**config.mk**
```make
export PLATFORM = sky130hd
export DESIGN_NAME = framebuffer_scanout
export DESIGN_NICKNAME = d
export VERILOG_FILES = /design/src/rtl/framebuffer_scanout_pkg.sv /design/src/rtl/framebuffer_scanout_word_fifo.sv /design/src/rtl/framebuffer_scanout.sv
export SDC_FILE = /design/constraint.sdc
export NUM_CORES = 2
export LEC_CHECK = 0
export CAP_MARGIN = 40
export CORE_MARGIN = 5
export CORE_UTILIZATION = 44
export DETAILED_ROUTE_END_ITERATION = 8
export DONT_BUFFER_PORTS = 1
export PLACE_DENSITY = 0.67
export REMOVE_ABC_BUFFERS = 1
export SLEW_MARGIN = 20
export SYNTH_ARGS = -nofsm -noshare
export SYNTH_HDL_FRONTEND = slang
export SYNTH_SLANG_ARGS = --single-unit
export TNS_END_PERCENT = 5
```
**constraint.sdc**
```tcl
create_clock -name i_Clk -period 9.6 [get_ports i_Clk]
set_clock_uncertainty 0.2 [all_clocks]
set_input_delay 1.44 -clock i_Clk [delete_from_list [all_inputs] [get_ports i_Clk]]
set_output_delay 1.44 -clock i_Clk [all_outputs]
set_load 0.02 [all_outputs]
```
**src/rtl/framebuffer_scanout_pkg.sv**
```systemverilog
// Shared SDRAM command encodings, framebuffer geometry and scanout FSM states.
package framebuffer_scanout_pkg;
  localparam logic [1:0]  CMD_IDLE          = 2'b00;
  localparam logic [1:0]  CMD_READ          = 2'b01;
  localparam logic [1:0]  CMD_WRITE         = 2'b10;
  localparam int          READ_BURST_LENGTH = 8;
  localparam logic [21:0] FB_BASE           = 22'h0;
  localparam int          FB_WORDS          = 96000;

  typedef enum logic [1:0] {
    SO_IDLE = 2'd0,
    SO_REQ  = 2'd1,
    SO_READ = 2'd2
  } scanout_state_e;
endpackage

```
**src/rtl/framebuffer_scanout_word_fifo.sv**
```systemverilog
// Single-clock word FIFO with a second read port on the entry behind the head,
// so the unpacker can roll straight into the next word without a bubble.
module scanout_word_fifo #(
  parameter int DEPTH = 64,
  parameter int AW    = $clog2(DEPTH)
) (
  input  logic          clk_i,
  input  logic          rst_ni,
  input  logic          push_i,
  input  logic [31:0]   data_i,
  input  logic          pop_i,
  input  logic          flush_i,
  output logic [31:0]   data_o,
  output logic [31:0]   next_o,
  output logic          full_o,
  output logic          empty_o,
  output logic [AW:0]   free_o
);
  logic [31:0]   mem_q [DEPTH];
  logic [AW-1:0] wp_q, rp_q, rp_nx;
  logic [AW:0]   cnt_q;

  assign rp_nx   = rp_q + AW'(1);
  assign data_o  = mem_q[rp_q];
  assign next_o  = mem_q[rp_nx];
  assign full_o  = (cnt_q == (AW+1)'(DEPTH));
  assign empty_o = (cnt_q == '0);
  assign free_o  = (AW+1)'(DEPTH) - cnt_q;

  always_ff @(posedge clk_i) begin
    if (push_i && !flush_i) mem_q[wp_q] <= data_i;
  end

  always_ff @(posedge clk_i) begin
    if (!rst_ni || flush_i) begin
      wp_q  <= '0;
      rp_q  <= '0;
      cnt_q <= '0;
    end else begin
      if (push_i) wp_q <= wp_q + AW'(1);
      if (pop_i)  rp_q <= rp_nx;
      cnt_q <= cnt_q + (AW+1)'(push_i) - (AW+1)'(pop_i);
    end
  end
endmodule

```
**src/rtl/framebuffer_scanout.sv**
```systemverilog
// Display-side SDRAM client: bursts 8bpp framebuffer words into a FIFO and
// streams them out one pixel per accepted beat, LSB byte first.
module framebuffer_scanout #(
  parameter int          BURST_LEN  = framebuffer_scanout_pkg::READ_BURST_LENGTH,
  parameter int          FIFO_DEPTH = 64,
  parameter logic [21:0] FB_BASE    = framebuffer_scanout_pkg::FB_BASE,
  parameter int          FB_WORDS   = framebuffer_scanout_pkg::FB_WORDS
) (
  input  logic        i_Clk,
  input  logic        i_Rst_n,
  input  logic        i_Frame_Start,
  output logic        o_SDRAM_Request,
  input  logic        i_SDRAM_Yield,
  output logic [1:0]  o_Command,
  output logic [21:0] o_Data_Address,
  input  logic        i_Data_Read_Valid,
  input  logic [31:0] i_Data_Read,
  output logic [7:0]  o_Pixel,
  output logic        o_Pixel_Valid,
  input  logic        i_Pixel_Ready,
  output logic        o_Underrun
);
  import framebuffer_scanout_pkg::*;

  localparam int          FAW        = $clog2(FIFO_DEPTH);
  localparam int          BCW        = $clog2(BURST_LEN + 1);
  localparam logic [21:0] LAST_ADDR  = FB_BASE + 22'(FB_WORDS - 1);
  localparam logic [FAW:0] BURST_FREE = (FAW+1)'(BURST_LEN);
  localparam logic [FAW:0] TWO_USED   = (FAW+1)'(FIFO_DEPTH - 2);

  scanout_state_e state_q;
  logic           req_q, active_q, restart_q;
  logic [1:0]     cmd_q;
  logic [21:0]    addr_q, rd_ptr_q;
  logic [BCW-1:0] beat_q;

  logic           pv_q, pv_d, under_q;
  logic [7:0]     px_q, px_d;
  logic [1:0]     idx_q, idx_d;
  logic [2:0]     blank_q;

  logic           push, pop, flush, fifo_full, fifo_empty;
  logic           last_beat, discard;
  logic [FAW:0]   fifo_free;
  logic [31:0]    head_w, next_w;

  assign last_beat = (state_q == SO_READ) && i_Data_Read_Valid &&
                     (beat_q == BCW'(BURST_LEN - 1));
  // A restart seen during a burst drops every word still in flight.
  assign discard   = restart_q | i_Frame_Start;
  assign push      = (state_q == SO_READ) && i_Data_Read_Valid && !discard;
  assign flush     = i_Frame_Start | (last_beat & restart_q);

  scanout_word_fifo #(.DEPTH(FIFO_DEPTH)) u_fifo (
    .clk_i   (i_Clk),
    .rst_ni  (i_Rst_n),
    .push_i  (push),
    .data_i  (i_Data_Read),
    .pop_i   (pop),
    .flush_i (flush),
    .data_o  (head_w),
    .next_o  (next_w),
    .full_o  (fifo_full),
    .empty_o (fifo_empty),
    .free_o  (fifo_free)
  );

  always_ff @(posedge i_Clk) begin
    if (!i_Rst_n) begin
      state_q   <= SO_IDLE;
      req_q     <= 1'b0;
      cmd_q     <= CMD_IDLE;
      addr_q    <= FB_BASE;
      rd_ptr_q  <= FB_BASE;
      beat_q    <= '0;
      active_q  <= 1'b0;
      restart_q <= 1'b0;
    end else begin
      if (i_Frame_Start) active_q <= 1'b1;
      case (state_q)
        SO_IDLE: begin
          if (i_Frame_Start) rd_ptr_q <= FB_BASE;
          if ((active_q || i_Frame_Start) && !fifo_full && fifo_free >= BURST_FREE) begin
            state_q <= SO_REQ;
            req_q   <= 1'b1;
          end
        end
        SO_REQ: begin
          if (i_Frame_Start) rd_ptr_q <= FB_BASE;
          if (i_SDRAM_Yield) begin
            state_q   <= SO_READ;
            cmd_q     <= CMD_READ;
            addr_q    <= i_Frame_Start ? FB_BASE : rd_ptr_q;
            beat_q    <= '0;
            restart_q <= 1'b0;
          end
        end
        SO_READ: begin
          if (i_Frame_Start) restart_q <= 1'b1;
          if (i_Data_Read_Valid) begin
            addr_q <= addr_q + 22'd1;
            beat_q <= beat_q + BCW'(1);
            if (last_beat) begin
              state_q   <= SO_IDLE;
              req_q     <= 1'b0;
              cmd_q     <= CMD_IDLE;
              restart_q <= 1'b0;
              if (discard || addr_q == LAST_ADDR) rd_ptr_q <= FB_BASE;
              else                                rd_ptr_q <= rd_ptr_q + 22'(BURST_LEN);
            end
          end
        end
        default: state_q <= SO_IDLE;
      endcase
    end
  end

  // idx_q is the byte position of the held pixel within the FIFO head word;
  // the head is popped only once its last byte leaves the output register.
  always_comb begin
    pv_d  = pv_q;
    px_d  = px_q;
    idx_d = idx_q;
    pop   = 1'b0;
    if (flush) begin
      pv_d  = 1'b0;
      idx_d = 2'd0;
    end else if (pv_q && i_Pixel_Ready) begin
      if (idx_q == 2'd3) begin
        pop   = 1'b1;
        idx_d = 2'd0;
        pv_d  = (fifo_free <= TWO_USED);
        px_d  = next_w[7:0];
      end else begin
        idx_d = idx_q + 2'd1;
        px_d  = head_w[{idx_d, 3'b000} +: 8];
      end
    end else if (!pv_q && !fifo_empty) begin
      pv_d  = 1'b1;
      idx_d = 2'd0;
      px_d  = head_w[7:0];
    end
  end

  always_ff @(posedge i_Clk) begin
    if (!i_Rst_n) begin
      pv_q    <= 1'b0;
      px_q    <= 8'h00;
      idx_q   <= 2'd0;
      under_q <= 1'b0;
      blank_q <= 3'd0;
    end else begin
      pv_q    <= pv_d;
      px_q    <= px_d;
      idx_q   <= idx_d;
      under_q <= active_q && i_Pixel_Ready && !pv_q && (blank_q == 3'd0) && !flush;
      if (flush)                blank_q <= 3'd4;
      else if (blank_q != 3'd0) blank_q <= blank_q - 3'd1;
    end
  end

  assign o_SDRAM_Request = req_q;
  assign o_Command       = cmd_q;
  assign o_Data_Address  = addr_q;
  assign o_Pixel         = px_q;
  assign o_Pixel_Valid   = pv_q;
  assign o_Underrun      = under_q;
endmodule
```
* Word-level counts from Yosys, hierarchy flattened
Memories as Yosys holds them, arrays and structs flattened. A register that Yosys moved wholly into a read port is not among the register bits. Cells that the tools add are included. Widths: inputs -> output; s select.
Cells by class: add/sub/neg operators 10, magnitude comparators 2, equal/unequal tests 11, shift operators 1, multiplexer cells 45, bitwise gates (word level) 5, reduce and logical (&&, ||, !) cells 40
Operators by type and width (number):
- $mux 22 | 6
- $pmux 22 s2 | 2
- $shiftx 32x6->8 | 1
- $mux 8 | 3
- $add 22x1->22 const B | 1
- $add 22x4->22 const B | 1
- $eq 22x17->1 const B | 1
- $mux 2 | 8
- $mux 1 | 15
- $add 6x1->6 const B | 2
- $logic_and 1x1->1 | 12
- $mux 6 | 2
- $reduce_and 4->1 | 3
- $reduce_bool 2->1 | 5
- $mux 4 | 2
- $ne 2x2->1 const B | 4
- $pmux 4 s2 | 1
- $add 7x1->7 | 1
- $eq 7x7->1 const B | 1
- $ge 7x4->1 const B | 1
- $le 7x6->1 const B | 1
- $logic_not 7->1 | 1
- $sub 7x1->7 | 1
- $sub 7x7->7 const A | 1
- other kinds (22) | 38
Word-level totals: bits in registers 89, bits in writable memories 2048, input port bits 38, logic and storage cells 132, memories kept 1
Memory list:
- u_fifo.mem_q | depth 64, bits a word 32, read ports 2, clocked after Yosys merged registers in 1, wr ports 1, line framebuffer_scanout_word_fifo.sv:19 | logic [31:0] mem_q [DEPTH];

* Longest topological paths before layout
word-level depth 9, mapped depth 19, mapped depth without buffers 18

* Cells and area by module
From an unflattened synthesis, not the netlist that was laid out.
Unflattened totals: cells, all modules 5337, area, all modules 99579.3 um2
By module, submodules not included:
- scanout_word_fifo | times used 1, cells an instance 4833, area an instance 95501.6 um2, seq. area each 61999.5 um2
- framebuffer_scanout | times used 1, cells an instance 504, area an instance 4077.7 um2, seq. area each 1381.3 um2

* Least setup slack after synthesis
Ideal clock, no wire load.
path kind in2reg, start input port i_Frame_Start, end memory u_fifo.mem_q[55][0] (enable), data arrival time 4.089 ns, required time 8.979 ns, setup slack 4.890 ns, stages on the path 5, buffers on the path 2, cells stage by stage clkbuf_1 > nor3_1 > nand4_1 > clkbuf_1 > nor2_1
Between the ends: word-level cells in the longest chain between the ends 6, elaborated cells between the ends (all ways) 8, those cells by class mux: 2; bitwise: 2; reduce/logical: 4
Ends and longest elaborated chain:
- from (decl) | line framebuffer_scanout.sv:11 | input logic i_Frame_Start,
- $or 1x1->1 | line framebuffer_scanout.sv:50 | assign discard = restart_q | i_Frame_Start;
- $logic_not 1->1 | line framebuffer_scanout.sv:51 | assign push = (state_q == SO_READ) && i_Data_Read_Valid && !discard;
- $logic_and 1x1->1 | line framebuffer_scanout.sv:51
- via push | line framebuffer_scanout.sv:42 | logic push, pop, flush, fifo_full, fifo_empty;
- $logic_and 1x1->1 | line framebuffer_scanout_word_fifo.sv:31 | if (push_i && !flush_i) mem_q[wp_q] <= data_i;
- $mux 1 | line framebuffer_scanout_word_fifo.sv:31
- $mux 1 (implied by the code) | line framebuffer_scanout_word_fifo.sv:31
- to (decl) | line framebuffer_scanout_word_fifo.sv:19
The timed path passes the listed nets, and every way through them passes these cells.

==> summary.json <==
{
  "cells_and_area": {
    "drive_gt1_share_pct": 25.75,
    "commonest_non_fill_non_tap_cell_in_the_layout": "sky130_fd_sc_hd__edfxtp_1",
    "layout.cells.most_common_list": "sky130_fd_sc_hd__edfxtp_1, sky130_fd_sc_hd__mux4_2, sky130_fd_sc_hd__clkbuf_16, sky130_fd_sc_hd__nand2_1, sky130_fd_sc_hd__mux2i_1",
    "num-nets-final": 4551,
    "multi_input_area_um2": 23300,
    "register_area_um2": 63400,
    "nFillCells": 15750,
    "areaGrowthSynthToFinish_pct": 12.22,
    "design_area_um2": 98410
  },
  "floorplanning": {
    "effective_utilization_at_floorplan_pct": 44.33,
    "dieArea_um2": 208300,
    "dieWidth_um": 456.4,
    "design.core.area_um2": 197800,
    "die_h_um": 456.4,
    "core.rowCount": 163,
    "ioPinCount": 73
  },
  "synthesis": {
    "synth_adder_area_share_pct": 0.3224,
    "synth-seq-area-share_pct": 72.27,
    "synth_top_family_by_area": "multiplexers",
    "synth-edff-count": 2048,
    "total_of_flip_flops_plus_latches_after_synthesis": 2142,
    "synth.area.mux_share_pct": 18.53,
    "synth-compound-area-share_pct": 3.545,
    "yosys.area_share.simple_pct": 3.156,
    "synth_ff_type": "sky130_fd_sc_hd__edfxtp_1",
    "post_synth_inst_count": 4387,
    "mappedNetlistArea_um2": 87700,
    "yosysWarningCount": 0,
    "synthXorXnorAreaFrac_pct": 0.3196,
    "netlist-cell-type-count": 72,
    "synth_async_sr_flop_share_pct": 0,
    "synth_area_per_cell_um2": 19.99
  },
  "clock_network": {
    "cts_htree_levels": 4,
    "tritoncts.num_buffers": 207,
    "cts-root-buf": "sky130_fd_sc_hd__clkbuf_16",
    "clkLatencyLatePin_ns": 0.83,
    "cts_buffer_depth": 3,
    "post-cts-setup-buffer-count": 0,
    "tritoncts": "built",
    "cts_resized": 0,
    "clock_pin_slew_on_the_worst_setup_and_hold_paths_ns": 0.06,
    "count_of_hold_buffers_inserted_by_post_cts_repair": 0,
    "clock_sinks": 2142
  },
  "job": {
    "max_cap_violations": 0
  },
  "drt": {
    "detail_route.wl_per_cell_um": 35.47,
    "final_antenna_net_count": 0,
    "routed_via_density": 6.592,
    "detailroute.via_count": 48220,
    "routed_wl_um": 259500,
    "drt_pass1_iterations": 6,
    "post-route-drc-count": 0,
    "drtIter0Drc": 7397
  },
  "critical_path": {
    "critical_path.reg2reg.endpoint": "o_Pixel[6]",
    "cp-end-kind": "flip-flop",
    "endpoint": "o_Pixel[6]",
    "path_max_fanout": 45,
    "start_to_end_type_of_the_worst_setup_path": "reg -> reg",
    "critPathLaunchType": "flip-flop",
    "timing.reg2reg.worst_path_depth": 10,
    "cp_data_arrival_time_ns": 5.47,
    "critical_path_required_ns": 10.16,
    "worst_setup_slack_for_register_to_register_paths_ns": 4.69
  },
  "placed_design": {
    "gp_congestion": 0.9181,
    "buffer_ports.inserted": 0,
    "place_ws_ns": 4.743,
    "placement.cell_area_um2": 91440,
    "dpl.hpwl_um": 148200
  },
  "pwr": {
    "power_leakage_uw": 0.02916,
    "vdd_ir_drop_max_uv": 172.7,
    "power_per_cell_area_nw_per_um2": 188.0
  },
  "run_status": {
    "status": "completed"
  },
  "worst_hold_path": {
    "worstHoldPathType": "reg -> reg",
    "worstHoldStart": "rd_ptr_q[0]"
  },
  "grt": {
    "via_count_of_the_first_global_routing_pass": 46420,
    "grt_max_degree": 111,
    "total_overflow_reported_by_the_global_router": 0,
    "grt_first_pass_wirelength_um": 362100,
    "number_of_antenna_violations_at_the_first_check_in_global_routing": 11,
    "grt_util_all_layers_pct": 24.40
  },
  "timing": {
    "fin_crit_ns": 4.912,
    "report.final.hold_viol_count": 0,
    "setup_tns_ns": 0,
    "slew_headroom_pct": 31.81,
    "final.setup.worst_slack_ns": 4.688,
    "worstMarginPinSlew_ns": 1.022,
    "unrepaired_setup_endpoints_after_global_routing": "no",
    "setup_viol_count_final": 0,
    "final_max_slew_viol_count": 0,
    "fmax_mhz": 203.6,
    "period_share_pct": 51.17
  }
}
-- worst min path at each step --
stage | slack [ns] | cells past startpoint | end
after floorplan | 0.21 | 2 | rd_ptr_q[2]
after global routing | 0.26 | 2 | rd_ptr_q[0]
final | 0.24 | 2 | rd_ptr_q[0]
after CTS | 0.24 | 2 | rd_ptr_q[0]
after global placement | 0.22 | 2 | rd_ptr_q[0]
after detailed placement | 0.23 | 2 | rd_ptr_q[0]
-- through the flow --
step	util (%)	instances	total power (uW)	hold slack (ns)
2_1_floorplan	-	4121	10500	0.2087
3_3_place_gp	46.12	6897	10520	0.2192
3_5_place_dp	46.22	6914	10530	0.2302
4_1_cts	49.67	7300	18590	0.2392
5_1_grt	49.74	7308	18980	0.2576
6_report	49.75	7315	18500	0.2361
-- layer usage --
metal | up-vias | global-route usage, % | share of wire, %
met5 | - | 0 | 0.013
met4 | 4 | 10.13 | 4.6
met3 | 544 | 7.137 | 13
met2 | 3516 | 36.70 | 46
met1 | 25520 | 33.59 | 37
li1 | 18640 | - | -
-- logic make-up after synthesis --
logic type | count (synthesis)
AO/OA/AOI/OAI | 470
adder cells (fa/ha/maj) | 22
other | 1
multiplexers | 823
flip-flops | 2142
buffers and inverters | 296
XOR/XNOR | 32
AND/OR/NAND/NOR | 601
-- registers in the layout (all words and copies together), names as in the netlist, 2 cells and up, named ones only --
name and flops:
rd_ptr_q 22, state_q 2, o_Pixel 8, u_fifo.cnt_q 7, u_fifo.rp_q 6, beat_q 4
o_Data_Address 22, idx_q 2, u_fifo.mem_q 2048, blank_q 3, u_fifo.wp_q 6
-- cells in the mapped netlist, types with 13 or more instances --
cell | instances | area share (%)
sky130_fd_sc_hd__buf_6 | 29 | 0.37
sky130_fd_sc_hd__xnor2_1 | 16 | 0.16
sky130_fd_sc_hd__nor2b_1 | 24 | 0.17
sky130_fd_sc_hd__and3_1 | 32 | 0.23
sky130_fd_sc_hd__o221ai_1 | 49 | 0.49
sky130_fd_sc_hd__mux4_2 | 634 | 16
sky130_fd_sc_hd__mux2i_1 | 174 | 2.0
sky130_fd_sc_hd__clkbuf_1 | 113 | 0.48
sky130_fd_sc_hd__nand2_1 | 188 | 0.80
sky130_fd_sc_hd__nand3_1 | 53 | 0.30
sky130_fd_sc_hd__buf_1 | 24 | 0.10
sky130_fd_sc_hd__nor3_1 | 37 | 0.21
sky130_fd_sc_hd__a21oi_1 | 109 | 0.62
sky130_fd_sc_hd__dfxtp_1 | 94 | 2.1
sky130_fd_sc_hd__edfxtp_1 | 2048 | 70
sky130_fd_sc_hd__nor2_1 | 180 | 0.77
sky130_fd_sc_hd__xor2_1 | 16 | 0.16
sky130_fd_sc_hd__ha_1 | 21 | 0.30
sky130_fd_sc_hd__a22oi_1 | 31 | 0.27
sky130_fd_sc_hd__o21ai_0 | 80 | 0.46
sky130_fd_sc_hd__a31oi_1 | 32 | 0.23
sky130_fd_sc_hd__o22ai_1 | 56 | 0.40
sky130_fd_sc_hd__a211oi_1 | 29 | 0.25
sky130_fd_sc_hd__inv_1 | 28 | 0.12
sky130_fd_sc_hd__buf_2 | 58 | 0.33
sky130_fd_sc_hd__nand4_1 | 21 | 0.15
sky130_fd_sc_hd__buf_4 | 34 | 0.29
sky130_fd_sc_hd__and2_1 | 13 | 0.093
-- where the power goes --
| part | switching (uW) | total (uW) | internal (uW) |
|---|---|---|---|
| combinational | 49.7 | 75.2 | 25.4 |
| sequential | 22.3 | 10300 | 10200 |
| clock | 3560 | 8170 | 4610 |
| total | 3630 | 18500 | 14900 |
-- critical path, stage by stage (launching register included) --
cell and delay, ns:
sky130_fd_sc_hd__dfxtp_4 0.36, sky130_fd_sc_hd__buf_4 0.70, sky130_fd_sc_hd__nand2b_2 0.64, sky130_fd_sc_hd__buf_4 0.50, sky130_fd_sc_hd__o221ai_1 0.43, sky130_fd_sc_hd__a21oi_1 0.11, sky130_fd_sc_hd__o21ai_0 0.61, sky130_fd_sc_hd__nand4_1 0.27
sky130_fd_sc_hd__a31oi_1 0.63, sky130_fd_sc_hd__a31oi_1 0.09, sky130_fd_sc_hd__o211ai_1 0.20
-- cell type report --
type                            instances  share of cell area [%]
Sequential cell                      2142                   64.43
Clock buffer                          254                   5.575
Tap cell                             2640                   3.357
Timing Repair Buffer                  161                   1.480
Inverter                               30                  0.1195
Multi-Input combinational cell       1949                   23.68
Clock inverter                        132                   1.349
Antenna cell                            7                 0.01780
No activity file was read; power rests on OpenSTA's default activity.
